[src/rtl/pool_window_gen_if.sv]
// pool_window_gen_if: pixel-in / window-out stream bundle for the 2x2 pooling window generator.
// Optional WINGEN_POS_EN adds the pooled-coordinate outputs win_row / win_col.
// slave = window generator side, master = producer/consumer side.
interface pool_window_gen_if #(
  parameter int DATA_W = 8,
  parameter int IMG_W  = 28,
  parameter int IMG_H  = 28
);
  localparam int PRW = (IMG_H / 2 > 1) ? $clog2(IMG_H / 2) : 1;
  localparam int PCW = (IMG_W / 2 > 1) ? $clog2(IMG_W / 2) : 1;

  logic [DATA_W-1:0] pix_in;
  logic              pix_valid;
  logic              pix_ready;
  logic [DATA_W-1:0] win1;
  logic [DATA_W-1:0] win2;
  logic [DATA_W-1:0] win3;
  logic [DATA_W-1:0] win4;
  logic              win_valid;
  logic              win_ready;
  logic              win_last;
`ifdef WINGEN_POS_EN
  logic [PRW-1:0]    win_row;
  logic [PCW-1:0]    win_col;

  modport slave (
    input  pix_in, pix_valid, win_ready,
    output pix_ready, win1, win2, win3, win4, win_valid, win_last, win_row, win_col
  );
  modport master (
    output pix_in, pix_valid, win_ready,
    input  pix_ready, win1, win2, win3, win4, win_valid, win_last, win_row, win_col
  );
`else
  modport slave (
    input  pix_in, pix_valid, win_ready,
    output pix_ready, win1, win2, win3, win4, win_valid, win_last
  );
  modport master (
    output pix_in, pix_valid, win_ready,
    input  pix_ready, win1, win2, win3, win4, win_valid, win_last
  );
`endif
endinterface

[src/rtl/pool_window_gen.sv]
// pool_window_gen: raster pixel stream in, non-overlapping stride-2 2x2 windows out (TL,TR,BL,BR).
// Latency: window valid the cycle after its bottom-right pixel is accepted; 1 pixel/cycle sustained.
// Backpressure: single output register, pix_ready = !win_valid || win_ready. Macro WINGEN_POS_EN adds win_row/win_col.
module pool_window_gen #(
  parameter int IMG_W  = 28,
  parameter int IMG_H  = 28,
  parameter int DATA_W = 8
) (
  input logic              clk,
  input logic              rst,
  pool_window_gen_if.slave bus
);
  localparam int CW  = (IMG_W > 1) ? $clog2(IMG_W) : 1;
  localparam int RW  = (IMG_H > 1) ? $clog2(IMG_H) : 1;
  localparam int PRW = (IMG_H / 2 > 1) ? $clog2(IMG_H / 2) : 1;
  localparam int PCW = (IMG_W / 2 > 1) ? $clog2(IMG_W / 2) : 1;
  localparam logic [CW-1:0] COL_LAST = CW'(IMG_W - 1);
  localparam logic [RW-1:0] ROW_LAST = RW'(IMG_H - 1);

  // Raster position of the next pixel to be accepted
  logic [CW-1:0] col_q, col_d;
  logic [RW-1:0] row_q, row_d;

  // Top row of the current window pair and the pending bottom-left pixel
  logic [DATA_W-1:0] linebuf_q [IMG_W];
  logic [DATA_W-1:0] hold_q;

  // Output window register
  logic [DATA_W-1:0] win1_q, win1_d;
  logic [DATA_W-1:0] win2_q, win2_d;
  logic [DATA_W-1:0] win3_q, win3_d;
  logic [DATA_W-1:0] win4_q, win4_d;
  logic              win_vld_q, win_vld_d;
  logic              win_last_q, win_last_d;
`ifdef WINGEN_POS_EN
  logic [PRW-1:0]    win_row_q, win_row_d;
  logic [PCW-1:0]    win_col_q, win_col_d;
`endif

  logic pix_rdy;
  logic accept;
  logic consume;
  logic emit;

  assign pix_rdy = !win_vld_q || bus.win_ready;
  assign accept  = bus.pix_valid && pix_rdy;
  assign consume = win_vld_q && bus.win_ready;
  // Bottom-right pixel of a window: odd row, odd column
  assign emit    = accept && row_q[0] && col_q[0];

  // Next-state: advance raster position, retire consumed window, load a new one on bottom-right
  always_comb begin
    col_d      = col_q;
    row_d      = row_q;
    win1_d     = win1_q;
    win2_d     = win2_q;
    win3_d     = win3_q;
    win4_d     = win4_q;
    win_vld_d  = win_vld_q;
    win_last_d = win_last_q;
`ifdef WINGEN_POS_EN
    win_row_d  = win_row_q;
    win_col_d  = win_col_q;
`endif
    if (consume) begin
      win_vld_d  = 1'b0;
      win_last_d = 1'b0;
    end
    if (accept) begin
      if (col_q == COL_LAST) begin
        col_d = '0;
        row_d = (row_q == ROW_LAST) ? '0 : row_q + 1'b1;
      end else begin
        col_d = col_q + 1'b1;
      end
    end
    // A reload in the same cycle as a consume overrides the clear above
    if (emit) begin
      win1_d     = linebuf_q[col_q - 1'b1];
      win2_d     = linebuf_q[col_q];
      win3_d     = hold_q;
      win4_d     = bus.pix_in;
      win_vld_d  = 1'b1;
      win_last_d = (row_q == ROW_LAST) && (col_q == COL_LAST);
`ifdef WINGEN_POS_EN
      win_row_d  = PRW'(row_q >> 1);
      win_col_d  = PCW'(col_q >> 1);
`endif
    end
  end

  // Control and output registers with synchronous reset
  always_ff @(posedge clk) begin
    if (rst) begin
      col_q      <= '0;
      row_q      <= '0;
      win1_q     <= '0;
      win2_q     <= '0;
      win3_q     <= '0;
      win4_q     <= '0;
      win_vld_q  <= 1'b0;
      win_last_q <= 1'b0;
`ifdef WINGEN_POS_EN
      win_row_q  <= '0;
      win_col_q  <= '0;
`endif
    end else begin
      col_q      <= col_d;
      row_q      <= row_d;
      win1_q     <= win1_d;
      win2_q     <= win2_d;
      win3_q     <= win3_d;
      win4_q     <= win4_d;
      win_vld_q  <= win_vld_d;
      win_last_q <= win_last_d;
`ifdef WINGEN_POS_EN
      win_row_q  <= win_row_d;
      win_col_q  <= win_col_d;
`endif
    end
  end

  // Pixel storage: even rows fill the line buffer, odd-row even columns park the bottom-left pixel.
  // Contents are don't-care after reset, so no reset term here.
  always_ff @(posedge clk) begin
    if (accept && !row_q[0]) begin
      linebuf_q[col_q] <= bus.pix_in;
    end
    if (accept && row_q[0] && !col_q[0]) begin
      hold_q <= bus.pix_in;
    end
  end

  assign bus.pix_ready = pix_rdy;
  assign bus.win1      = win1_q;
  assign bus.win2      = win2_q;
  assign bus.win3      = win3_q;
  assign bus.win4      = win4_q;
  assign bus.win_valid = win_vld_q;
  assign bus.win_last  = win_last_q;
`ifdef WINGEN_POS_EN
  assign bus.win_row   = win_row_q;
  assign bus.win_col   = win_col_q;
`endif
endmodule

[src/flat_wrapper.sv]
// flat-port wrapper written by rule: the top's interface ports become plain ports
module pool_window_gen_flat 
#(
  parameter int IMG_W  = 28,
  parameter int IMG_H  = 28,
  parameter int DATA_W = 8
)
  (clk, rst, bus_pix_in, bus_pix_valid, bus_win_ready, bus_pix_ready, bus_win1, bus_win2, bus_win3, bus_win4, bus_win_valid, bus_win_last);
  pool_window_gen_if #(.DATA_W(DATA_W), .IMG_W(IMG_W), .IMG_H(IMG_H)) bus_i ();
  input logic clk;
  input logic rst;
  input wire logic [$bits(bus_i.pix_in)-1:0] bus_pix_in;
  input wire logic [$bits(bus_i.pix_valid)-1:0] bus_pix_valid;
  input wire logic [$bits(bus_i.win_ready)-1:0] bus_win_ready;
  output wire logic [$bits(bus_i.pix_ready)-1:0] bus_pix_ready;
  output wire logic [$bits(bus_i.win1)-1:0] bus_win1;
  output wire logic [$bits(bus_i.win2)-1:0] bus_win2;
  output wire logic [$bits(bus_i.win3)-1:0] bus_win3;
  output wire logic [$bits(bus_i.win4)-1:0] bus_win4;
  output wire logic [$bits(bus_i.win_valid)-1:0] bus_win_valid;
  output wire logic [$bits(bus_i.win_last)-1:0] bus_win_last;
  assign bus_i.pix_in = bus_pix_in;
  assign bus_i.pix_valid = bus_pix_valid;
  assign bus_i.win_ready = bus_win_ready;
  assign bus_pix_ready = bus_i.pix_ready;
  assign bus_win1 = bus_i.win1;
  assign bus_win2 = bus_i.win2;
  assign bus_win3 = bus_i.win3;
  assign bus_win4 = bus_i.win4;
  assign bus_win_valid = bus_i.win_valid;
  assign bus_win_last = bus_i.win_last;
  pool_window_gen #(.IMG_W(IMG_W), .IMG_H(IMG_H), .DATA_W(DATA_W)) u_core (.clk(clk), .rst(rst), .bus(bus_i));
endmodule
[config.mk]
export PLATFORM = sky130hd
export DESIGN_NAME = pool_window_gen_flat
export DESIGN_NICKNAME = d
export VERILOG_FILES = /design/src/rtl/pool_window_gen_if.sv /design/src/rtl/pool_window_gen.sv /design/src/flat_wrapper.sv
export SDC_FILE = /design/constraint.sdc
export NUM_CORES = 1
export LEC_CHECK = 0
export CORE_ASPECT_RATIO = 1.2
export CORE_UTILIZATION = 55
export DETAILED_ROUTE_END_ITERATION = 8
export PLACE_DENSITY = 0.84
export SYNTH_ARGS = -nofsm -noshare
export SYNTH_HDL_FRONTEND = slang
export SYNTH_SLANG_ARGS = --single-unit
[constraint.sdc]
create_clock -name clk -period 6.5 [get_ports clk]
set_input_delay 1.3 -clock clk [delete_from_list [all_inputs] [get_ports clk]]
set_output_delay 1.3 -clock clk [all_outputs]
set_load 0.005 [all_outputs]
After elaboration in Yosys (flattened, before gate mapping) --
Memory sizes are Yosys's and may differ from the RTL's. A register that Yosys moved wholly into a read port is not among the register bits. Index checks and enable logic that the tools add are counted.
Storage, ports and cells: memory bits (writable) 224, output and inout bits 35, bits in registers 36, word-level logic and storage cells 33, input bits 12, memories 1
Operators by class: reduce and logical (&&, ||, !) cells 13, mux-type cells 7, equal/unequal tests 2, add/sub/neg operators 3
Memories:
- u_core.linebuf_q | depth 28, width 8, read ports 2, clocked after Yosys merged registers in 2, write ports 1, line pool_window_gen.sv:25 | logic [DATA_W-1:0] linebuf_q [IMG_W];
Operator list (count):
- $add 5x1->5 const B | 2
- $eq 5x5->1 const B | 2
- $mux 5 | 2
- $logic_and 1x1->1 | 7
- $mux 1 | 5
- $sub 5x1->5 const B | 1
- $logic_not 1->1 | 3
- $reduce_and 2->1 | 1
- $reduce_bool 2->1 | 1
- $logic_or 1x1->1 | 1

Longest topological paths before layout --
Gate-level depths: netlist of the first run.
word-level depth 6, mapped depth 12, depth with buffers taken out 7

Worst setup path after synthesis of the first run --
OpenSTA, ideal clock, no wires.
path kind register to register, start point register u_core.col_q[1], end point register u_core.win1_q[6], in the netlist u_core.bus.win1[6], read port of u_core.linebuf_q, arrival time 2934 ps, clock period less this slack 3074 ps, library setup time 140 ps, required time 6360 ps, stages on the path, launching flop included 13, slack 3426 ps, path buffers 5, cells stage by stage dfxtp_1 buf_2 buf_4 buf_4 buf_2 inv_1 ha_1 xor2_2 buf_6 mux4_2 mux2i_1 o221a_1 a211oi_2
Between the ends: word-level cells in the longest chain between the ends 1
RTL lines:
- start, declared | line pool_window_gen.sv:21 | logic [CW-1:0] col_q, col_d;
- start signal, assigned | line pool_window_gen.sv:108 | col_q <= col_d;
- $sub 5x1->5 | line pool_window_gen.sv:79 | win1_d = linebuf_q[col_q - 1'b1];
- end, declared | line pool_window_gen.sv:29 | logic [DATA_W-1:0] win1_q, win1_d;
No other way between the ends. A chain may end at the register's enable or synchronous reset.

Worst setup path in the final report of the first run --
start point register u_core.col_q[1], end point register u_core.win1_q[3], in the netlist u_core.bus.win1[3], read port of u_core.linebuf_q
Same word-level chain as after synthesis.

==> impl_metrics.csv, run 1 <==
group,metric,value,unit
clocking,clock-sinks,276,
clocking,max-clock-path-buffers,3,
timing,grt_setup_unrepaired,"false",
power,vdd_drop_max,175.5,uV
grt,met3_usage,0.05118,
setup_path,path_cells,"inv_1, ha_2, xor2_4, buf_4, mux4_2, mux2i_1, o221a_1, a211oi_2",
floorplanning,core.rowCount,59,
timing,tns,0,ps
finish,stdcell_count,1101,
finish,fin_nets,824,
timing,fmax,258.1,MHz
logic_synthesis,synth_area,0.01240,sq mm
timing,hold_viol,0,
power,netSwitchingFraction,0.2258,
timing,slew_violations,0,
setup_path,slowest_stage,"xor2_4",
grt,grt_pass1_wl,46.16,mm
power,internal-power,3.089,mW
floorplanning,initial_core_util,0.5656,
logic_synthesis,synth_compound_area_frac,0.06125,
setup_path,arrival,4250,ps
routing,drt_wl_total,30.48,mm
clocking,path_clk_slew,70,ps
setup_path,crit_family,"XOR/XNOR gates",
grt,grtUsageMet1,0.3523,
logic_synthesis,synth_edf_count,232,
timing,relSlewSlack,0.03693,
timing,holdWs,455.3,ps
finish,area_delta_synth_final,12.43,%
grt,grt_pass1_vias,7597,
clocking,cts_tree,"done",
power,power.switching,901.1,uW
grt,gr-max-usage-layer,"met2",
logic_synthesis,synth_fa_ha_area_frac,0.005045,
grt,gr-usage-met2,0.4414,
routing,firstDrtPassIters,7,
logic_synthesis,synthMuxAreaShare,0.2098,
floorplanning,die_area,0.02315,sq mm
routing,viasPerCell,6.951,
power,comb_power_share,0.108,
finish,fin_util,0.6359,
logic_synthesis,postSynth.asyncResetShare,0,
finish,fill_cells,1453,
hold_path,min_path_type,"reg -> reg",
logic_synthesis,yosys-top-cells-area,"edfxtp_1, mux4_2, dfxtp_1, mux2i_1, nor2_1",
grt,antenna_found_initial,0,
finish,diodes,0,
grt,grt_max_degree,64,
routing,drcViolationCount,7,
finish,stdcell_area,0.01394,sq mm
status,status,"finished with violations",
power,p_leak,4.455,nW
status,violations,"DRC",
clocking,numCtsBuffers,26,
power,pwr-share-clk,0.404,
clocking,clk_latency,530,ps
power,power_density,286.2,mW/mm^2
logic_synthesis,yosysWarnings,0,
routing,ant_nets,0,
finish,drive_above_1_share,0.1802,
run,maxCapViolCount,0,
setup_path,endpoint_kind,"flop",
timing,fin_crit_sh,0.5962,
floorplanning,pin_count,47,
setup_path,cp_num_buf_inv,2,
grt,overflow,0,
place,gp_congestion,0.9355,
clocking,root_buffer,"clkbuf_16",
power,power.sequential.fraction,0.488,
logic_synthesis,synth_top_cell_by_area,"edfxtp_1",
floorplanning,die_y,166.5,microns
logic_synthesis,synthesis.nets,794,
setup_path,critPathMaxStageDelay,860,ps
logic_synthesis,ys_types,56,
timing,min_period,3875,ps
routing,vias,7653,
logic_synthesis,yosysSeqAreaShare,0.6328,
logic_synthesis,synthSimpleGateAreaFrac,0.06074,
setup_path,criticalPathCategory,"reg -> reg",
place,place_area,0.01303,sq mm
grt,grt_use_total,0.2705,
place,place_inst,1053,
setup_path,critPathRequiredTime,6870,ps
timing,finalSetupViolations,0,
logic_synthesis,ys_ff_latch,276,
clocking,post_cts_buffers,0,
place,place.port_buffers,46,
clocking,post_cts_resized,0,
timing,worst_slew_pin_slew,1440,ps
routing,drt_iter0_markers,999,
place,hpwl,19.28,mm
setup_path,worst-path-max-fanout,45,
logic_synthesis,synth_top_family_by_area,"multiplexers",
timing,skew,11.12,ps
setup_path,startpoint_type,"flop",
logic_synthesis,synth_ff_type,"edfxtp_1",
clocking,ctsHtreeMaxLevel,1,
logic_synthesis,synth_xor_xnor_area_share,0.004137,
clocking,cts_hold_buf,0,
logic_synthesis,synth.avg_cell_area,15.96,sq um
logic_synthesis,synthCells,777,
floorplanning,die_x,139.1,microns
logic_synthesis,synth_top_area_frac,0.5618,
floorplanning,core-area,0.02192,sq mm
routing,wl_per_cell,27.68,microns
per-stage QoR:
stage / total power [mW] / setup slack, ps
after floorplan: 2.283 / 3426
after global placement: 2.398 / 2689
after detailed placement: 2.406 / 2617
after CTS: 3.993 / 2608
after global routing: 4.089 / 2419
final: 3.990 / 2625
layer usage:
layer	up-vias	share of wire
met5	-	0
met4	0	0.054
met3	102	0.099
met2	570	0.48
met1	3830	0.37
li1	3151	-
synth_stat cells, types with 4 or more instances:
library cell    n
edfxtp_1      232
clkbuf_1       28
ha_1            5
a21oi_1        30
o221a_1         8
buf_4           8
buf_1           4
nand2_1        59
inv_1          13
nor2_1         70
nor3_1          4
nor4_1          7
a22oi_1        12
a211o_1         8
mux2i_1        69
nand3_1         5
dfxtp_1        44
a211oi_2        8
mux4_1          8
mux4_2         74
buf_2          11
nor2b_1         6
power groups by stage:
stage                     registers, mW  clock network (mW)  logic, mW
after floorplan                    1.97                   0      0.314
after global placement             1.98                   0      0.414
after detailed placement           1.98                   0      0.421
after CTS                          1.95                1.62      0.426
after global routing               1.95                1.69      0.450
final                              1.95                1.61      0.430
path summary, 6_finish.rpt:
check | startpoint | to | slack [ps] | cells after the start
min reg2reg | u_core.bus.win3[3]$_SDFFE_PP0P_ | u_core.bus.win3[3]$_SDFFE_PP0P_ | 460 | 2
max | u_core.col_q[1]$_SDFFE_PP0N_ | u_core.bus.win1[3]$_SDFFE_PP0P_ | 2620 | 8
min | u_core.bus.win3[3]$_SDFFE_PP0P_ | u_core.bus.win3[3]$_SDFFE_PP0P_ | 460 | 2
max reg2reg | u_core.col_q[1]$_SDFFE_PP0N_ | u_core.bus.win1[3]$_SDFFE_PP0P_ | 2620 | 8
layout make-up:
| type | instances | area, sq um | share of cell area |
|---|---|---|---|
| clock buffers | 38 | 767.0 | 0.05501 |
| well taps | 274 | 342.8 | 0.02459 |
| flip-flops and latches | 276 | 7855 | 0.5634 |
| clock inverters | 10 | 148.9 | 0.01068 |
| multi-input cells | 433 | 4250 | 0.3049 |
| repair buffers | 56 | 525.5 | 0.03769 |
| inverters | 14 | 52.55 | 0.003769 |
tightest hold or removal path, stage by stage, from the launching register on:
cell	delay (ps)
dfxtp_1	310
nand2_1	50
a21oi_1	50
registers in the layout, indices dropped and copies added (netlist names):
signal	flops
u_core.bus.win2	8
u_core.hold_q	8
u_core.bus.win3	8
u_core.bus.win_valid	1
u_core.linebuf_q	224
u_core.bus.win4	8
u_core.bus.win_last	1
u_core.row_q	5
u_core.bus.win1	8
u_core.col_q	5
cells by family after synthesis:
| kind of cell | count (synthesis) |
|---|---|
| DFF | 276 |
| muxes | 154 |
| and+or+nand+nor | 171 |
| AOI/OAI and AO/OA | 98 |
| buffers and inverters | 68 |
| adders and majority gates | 5 |
| xor gates and xnor gates | 5 |
cell usage in the layout, fill, tap and decap left out, types with 6 or more instances in the layout:
master / netlist / routed
edfxtp_1: 232 / 232
mux4_2: 74 / 74
nor2_1: 70 / 69
mux2i_1: 69 / 69
nand2_1: 59 / 59
clkdlybuf4s50_1: 0 / 44
dfxtp_1: 44 / 42
a21oi_1: 30 / 30
clkbuf_16: 0 / 27
inv_1: 13 / 13
a22oi_1: 12 / 12
buf_4: 8 / 10
a211o_1: 8 / 8
o221a_1: 8 / 8
a211oi_2: 8 / 8
mux4_1: 8 / 8
nor2b_1: 6 / 6
nor4_1: 7 / 6
clkbuf_1: 28 / 6
(Power assumes the default switching activity.)
==> run 2, diff against run 1 <==
--- a/config.mk
+++ b/config.mk
@@ -8,7 +8,7 @@
 export CORE_ASPECT_RATIO = 1.2
 export CORE_UTILIZATION = 55
 export DETAILED_ROUTE_END_ITERATION = 8
-export PLACE_DENSITY = 0.84
+export PLACE_DENSITY = 0.87
 export SYNTH_ARGS = -nofsm -noshare
 export SYNTH_HDL_FRONTEND = slang
 export SYNTH_SLANG_ARGS = --single-unit
==> constraint.sdc (replaced) <==
create_clock -name clk -period 3.27 [get_ports clk]
set_input_delay 0.654 -clock clk [delete_from_list [all_inputs] [get_ports clk]]
set_output_delay 0.654 -clock clk [all_outputs]
set_load 0.005 [all_outputs]
==> run 2 against run 1 <==
Compared with the run above:
- total power grew 94%
- via count rose by 2.7%
- first-iteration DRC count grew 13%
- clock skew is 10 ps higher
- largest power group unchanged
- the flow still finishes with violations (DRC)
- register-to-register slack got worse by 2000 ps
- non-clock buffer count is 51 higher
==> impl_metrics.csv, run 2 (synthesized netlist as in run 1, its figures left out) <==
group,metric,value,unit
grt,grt_pass1_vias,7685,
grt,grt_max_degree,81,
power,power_density,541.3,mW/mm^2
setup_path,critPathRequiredTime,3690,ps
routing,ant_nets,0,
setup_path,startpoint_type,"flop",
setup_path,slowest_stage,"mux4_1",
finish,fin_util,0.6507,
setup_path,worstReg2RegStart,"u_core.col_q[1]$_SDFFE_PP0N_",
timing,tns,0,ps
timing,relSlewSlack,0.5092,
clocking,clock-sinks,276,
floorplanning,core-area,0.02192,sq mm
timing,fin_crit_sh,0.8209,
floorplanning,die_y,166.5,microns
place,gp_congestion,0.9683,
finish,largest_reg_flops,224,
floorplanning,initial_core_util,0.5656,
timing,finalSetupViolations,0,
clocking,ctsHtreeMaxLevel,1,
setup_path,crit_family,"buffers and inverters",
finish,area_delta_synth_final,15.04,%
grt,grt_pass1_wl,47.24,mm
clocking,cts_tree,"done",
place,place_inst,1104,
setup_path,criticalPathCategory,"reg -> reg",
timing,fmax,372.5,MHz
finish,regMostFlops,"u_core.linebuf_q",
setup_path,worst-path-max-fanout,17,
routing,wl_per_cell,26.98,microns
finish,stdcell_count,1150,
setup_path,path_cells,"inv_1, ha_2, xor2_4, buf_4, buf_4, mux4_1, inv_1, o221a_1, a211oi_2",
routing,dr.max_layer_used,"met4",
timing,worst_slew_pin_slew,734.7,ps
clocking,root_buffer,"clkbuf_16",
power,vdd_drop_max,294.0,uV
floorplanning,pin_count,47,
grt,antenna_found_initial,0,
floorplanning,die_area,0.02315,sq mm
run,maxCapViolCount,0,
routing,vias,7858,
hold_path,min_path_type,"reg -> reg",
routing,firstDrtPassIters,9,
routing,drt_iter0_markers,1131,
grt,grt_use_total,0.2738,
finish,fin_nets,874,
place,place.port_buffers,46,
finish,drive_above_1_share,0.2203,
routing,drcViolationCount,9,
routing,wl_met1,11.27,mm
setup_path,endpoint_kind,"flop",
timing,skew,21.31,ps
timing,hold_viol,0,
clocking,clk_latency,540,ps
routing,routed-wl-met3,3.545,mm
timing,grt_setup_unrepaired,"false",
clocking,post_cts_buffers,0,
routing,met2WireLength,14.64,mm
status,status,"finished with violations",
clocking,cts_hold_buf,0,
timing,min_period,2684,ps
floorplanning,core.rowCount,59,
place,pre_cts_ws,489.9,ps
place,hpwl,20.11,mm
floorplanning,die_x,139.1,microns
timing,worst_slack,585.5,ps
clocking,numCtsBuffers,25,
timing,holdWs,454.8,ps
setup_path,cp_num_buf_inv,4,
finish,final_common_cell,"edfxtp_1",
routing,viasPerCell,6.833,
clocking,max-clock-path-buffers,3,
setup_path,startpoint,"u_core.col_q[1]$_SDFFE_PP0N_",
clocking,post_cts_resized,0,
setup_path,arrival,3100,ps
setup_path,critPathMaxStageDelay,600,ps
routing,drt_wl_total,31.02,mm
grt,overflow,0,
finish,diodes,0,
status,violations,"DRC",
finish,layout_common_cells,"edfxtp_1, mux4_2, nor2_1, mux2i_1",
hold_path,min_from,"u_core.bus.win3[7]$_SDFFE_PP0P_",
clocking,path_clk_slew,70,ps
timing,slew_violations,0,
power,p_leak,4.675,nW
[run 2: final timing paths]
path,slack (ps),to,depth (start not counted)
setup reg to reg,590,u_core.bus.win1[1]$_SDFFE_PP0P_,9
hold / removal,450,u_core.bus.win3[7]$_SDFFE_PP0P_,2
hold reg to reg,450,u_core.bus.win3[7]$_SDFFE_PP0P_,2
setup / recovery,590,u_core.bus.win1[1]$_SDFFE_PP0P_,9
[run 2: final cells by class]
| cell class | count | area (sq um) |
|---|---|---|
| inverter | 14 | 52.55 |
| clock inverter | 16 | 183.9 |
| fill | 1430 | 7659 |
| multi-input combinational | 433 | 4244 |
| clock buffer | 30 | 644.4 |
| sequential | 276 | 7855 |
| tap | 274 | 342.8 |
| timing repair buffer | 107 | 943.4 |
[run 2: stage by stage]
step / power (mW) / cell area, sq um
global placement: 4.799 / 13440
CTS: 7.729 / 14270
global route: 7.916 / 14270
detailed placement: 4.811 / 13440
floorplan: 4.539 / 12400
finish: 7.722 / 14270
[run 2: layer usage]
metal	track usage	vias up
met5	0	-
met4	0.1459	0
met3	0.05089	97
met2	0.4264	636
met1	0.3701	3879
li1	-	3246
[run 2: power breakdown]
| group | internal, mW | total [mW] | switching, mW | leakage, nW |
|---|---|---|---|---|
| sequential | 3.83 | 3.84 | 0.0131 | 2.45 |
| clock | 1.72 | 2.96 | 1.24 | 0.401 |
| combinational | 0.395 | 0.920 | 0.524 | 1.83 |
| total | 5.95 | 7.72 | 1.77 | 4.67 |
[run 2: tightest hold or removal path: cells and delay by family, from the launching register on]
kind	cells	cell delay, ps
DFF	1	310
and+or+nand+nor	1	50
AOI/OAI and AO/OA	1	50
==> run 3, diff against run 2 <==
--- a/config.mk
+++ b/config.mk
@@ -8,7 +8,7 @@
 export CORE_ASPECT_RATIO = 1.2
 export CORE_UTILIZATION = 55
 export DETAILED_ROUTE_END_ITERATION = 8
-export PLACE_DENSITY = 0.87
+export PLACE_DENSITY = 0.84
 export SYNTH_ARGS = -nofsm -noshare
 export SYNTH_HDL_FRONTEND = slang
 export SYNTH_SLANG_ARGS = --single-unit
==> constraint.sdc (replaced) <==
create_clock -name clk -period 2.7 [get_ports clk]
set_input_delay 0.54 -clock clk [delete_from_list [all_inputs] [get_ports clk]]
set_output_delay 0.54 -clock clk [all_outputs]
set_load 0.005 [all_outputs]
==> run 3 against run 2 <==
Compared with the run above:
- the flow still finishes with violations (DRC)
- design area up 1.1%
- wire length up 0.93%
- utilization up 0.74 points
- total power up 24%
==> impl_metrics.csv, run 3 (synthesized netlist as in run 1, its figures left out) <==
group,metric,value,unit
place,pre_cts_ws,116.3,ps
finish,layout_common_cells,"edfxtp_1, mux4_2, nor2_1, mux2i_1, buf_4",
timing,min_period,2548,ps
finish,regMostFlops,"u_core.linebuf_q",
setup_path,critPathRequiredTime,3110,ps
setup_path,arrival,2960,ps
finish,fill_cells,1398,
grt,grt_max_degree,81,
place,hpwl,20.10,mm
routing,ant_nets,0,
status,violations,"DRC",
place,place_area,0.01355,sq mm
grt,antenna_found_initial,0,
grt,grt_pass1_vias,7883,
timing,slew_violations,0,
finish,largest_reg_flops,224,
setup_path,worst-path-max-fanout,21,
clocking,clk_latency,530,ps
grt,grt_pass1_wl,48.00,mm
clocking,root_buffer,"clkbuf_16",
floorplanning,core.rowCount,59,
routing,wl_per_cell,26.97,microns
setup_path,slowest_stage,"dfxtp_1",
grt,grt_use_total,0.2798,
routing,met2WireLength,15.11,mm
clocking,clock-sinks,276,
floorplanning,die_y,166.5,microns
routing,routed-wl-met3,3.172,mm
clocking,max-clock-path-buffers,3,
hold_path,min_path_type,"reg -> reg",
finish,drive_above_1_share,0.2300,
setup_path,endpoint_kind,"flop",
clocking,ctsHtreeMaxLevel,1,
status,status,"finished with violations",
finish,diodes,0,
timing,finalSetupViolations,0,
clocking,path_clk_slew,70,ps
setup_path,path_cells,"inv_1, a31oi_1, o221a_1, a211oi_2",
timing,relSlewSlack,0.3726,
setup_path,critPathMaxStageDelay,940,ps
timing,holdWs,454.0,ps
routing,wl_met1,11.20,mm
timing,worst_slew_pin_slew,939.8,ps
clocking,cts_tree,"done",
timing,tns,0,ps
place,place.port_buffers,46,
timing,fmax,392.5,MHz
routing,drcViolationCount,7,
routing,dr.max_layer_used,"met4",
routing,vias,7913,
timing,fin_crit_sh,0.9437,
power,power_density,662.4,mW/mm^2
finish,stdcell_area,0.01443,sq mm
timing,hold_viol,0,
setup_path,startpoint_type,"flop",
run,maxCapViolCount,0,
floorplanning,die_area,0.02315,sq mm
floorplanning,initial_core_util,0.5656,
setup_path,criticalPathCategory,"reg -> reg",
power,p_leak,4.752,nW
finish,final_common_cell,"edfxtp_1",
timing,grt_setup_unrepaired,"false",
routing,viasPerCell,6.816,
finish,area_delta_synth_final,16.35,%
routing,drt_wl_total,31.31,mm
clocking,numCtsBuffers,26,
grt,overflow,0,
power,vdd_drop_max,544.9,uV
finish,fin_nets,884,
clocking,cts_hold_buf,0,
floorplanning,die_x,139.1,microns
finish,stdcell_count,1161,
floorplanning,core-area,0.02192,sq mm
place,gp_congestion,0.9094,
timing,worst_slack,152.1,ps
timing,skew,13.29,ps
floorplanning,pin_count,47,
place,place_inst,1113,
routing,drt_iter0_markers,985,
routing,firstDrtPassIters,9,
## run 3: final cells by class
cell class	count	area [sq um]	share of cell area
Clock buffer	37	723.2	0.05013
Inverter	14	52.55	0.003642
Multi-Input combinational cell	433	4263	0.2955
Tap cell	274	342.8	0.02376
Timing Repair Buffer	116	1036	0.07181
Clock inverter	11	155.1	0.01075
Sequential cell	276	7855	0.5444
## run 3: per-stage QoR
stage | util | power (mW)
floorplan | - | 5.511
global placement | 0.6179 | 5.841
detailed placement | 0.6179 | 5.857
CTS | 0.6579 | 9.573
global route | 0.6580 | 9.786
finish | 0.6580 | 9.557
## run 3: where the power goes
part | switching, mW | internal, mW | leakage (nW)
Combinational | 0.638 | 0.502 | 1.88
Sequential | 0.0162 | 4.64 | 2.45
Clock | 1.52 | 2.25 | 0.426
Total | 2.17 | 7.39 | 4.75
## run 3: routing by layer
layer | up-vias | global-route usage
met3 | 107 | 0.04888
met1 | 3941 | 0.3647
met5 | - | 0
li1 | 3281 | -
met4 | 0 | 0.1551
met2 | 584 | 0.4499
## run 3: critical path: cells and delay by family, from the launching register on
family	cells	cell delay [ps]
flops	1	940
buf+inv	1	360
compound gates	3	1100
## run 3: worst paths after layout
kind | from | endpoint | slack [ps] | cells past startpoint
worst max-delay path | u_core.col_q[3]$_SDFFE_PP0N_ | u_core.bus.win1[1]$_SDFFE_PP0P_ | 150 | 4
worst min-delay path | u_core.bus.win3[5]$_SDFFE_PP0P_ | u_core.bus.win3[5]$_SDFFE_PP0P_ | 450 | 2
worst max register to register | u_core.col_q[3]$_SDFFE_PP0N_ | u_core.bus.win1[1]$_SDFFE_PP0P_ | 150 | 4
worst min register to register | u_core.bus.win3[5]$_SDFFE_PP0P_ | u_core.bus.win3[5]$_SDFFE_PP0P_ | 450 | 2
## run 3: repair_timing
item	CTS	global route
gates resized for setup	0	1
endpoints found under the setup margin	0	1
setup buffers	0	0
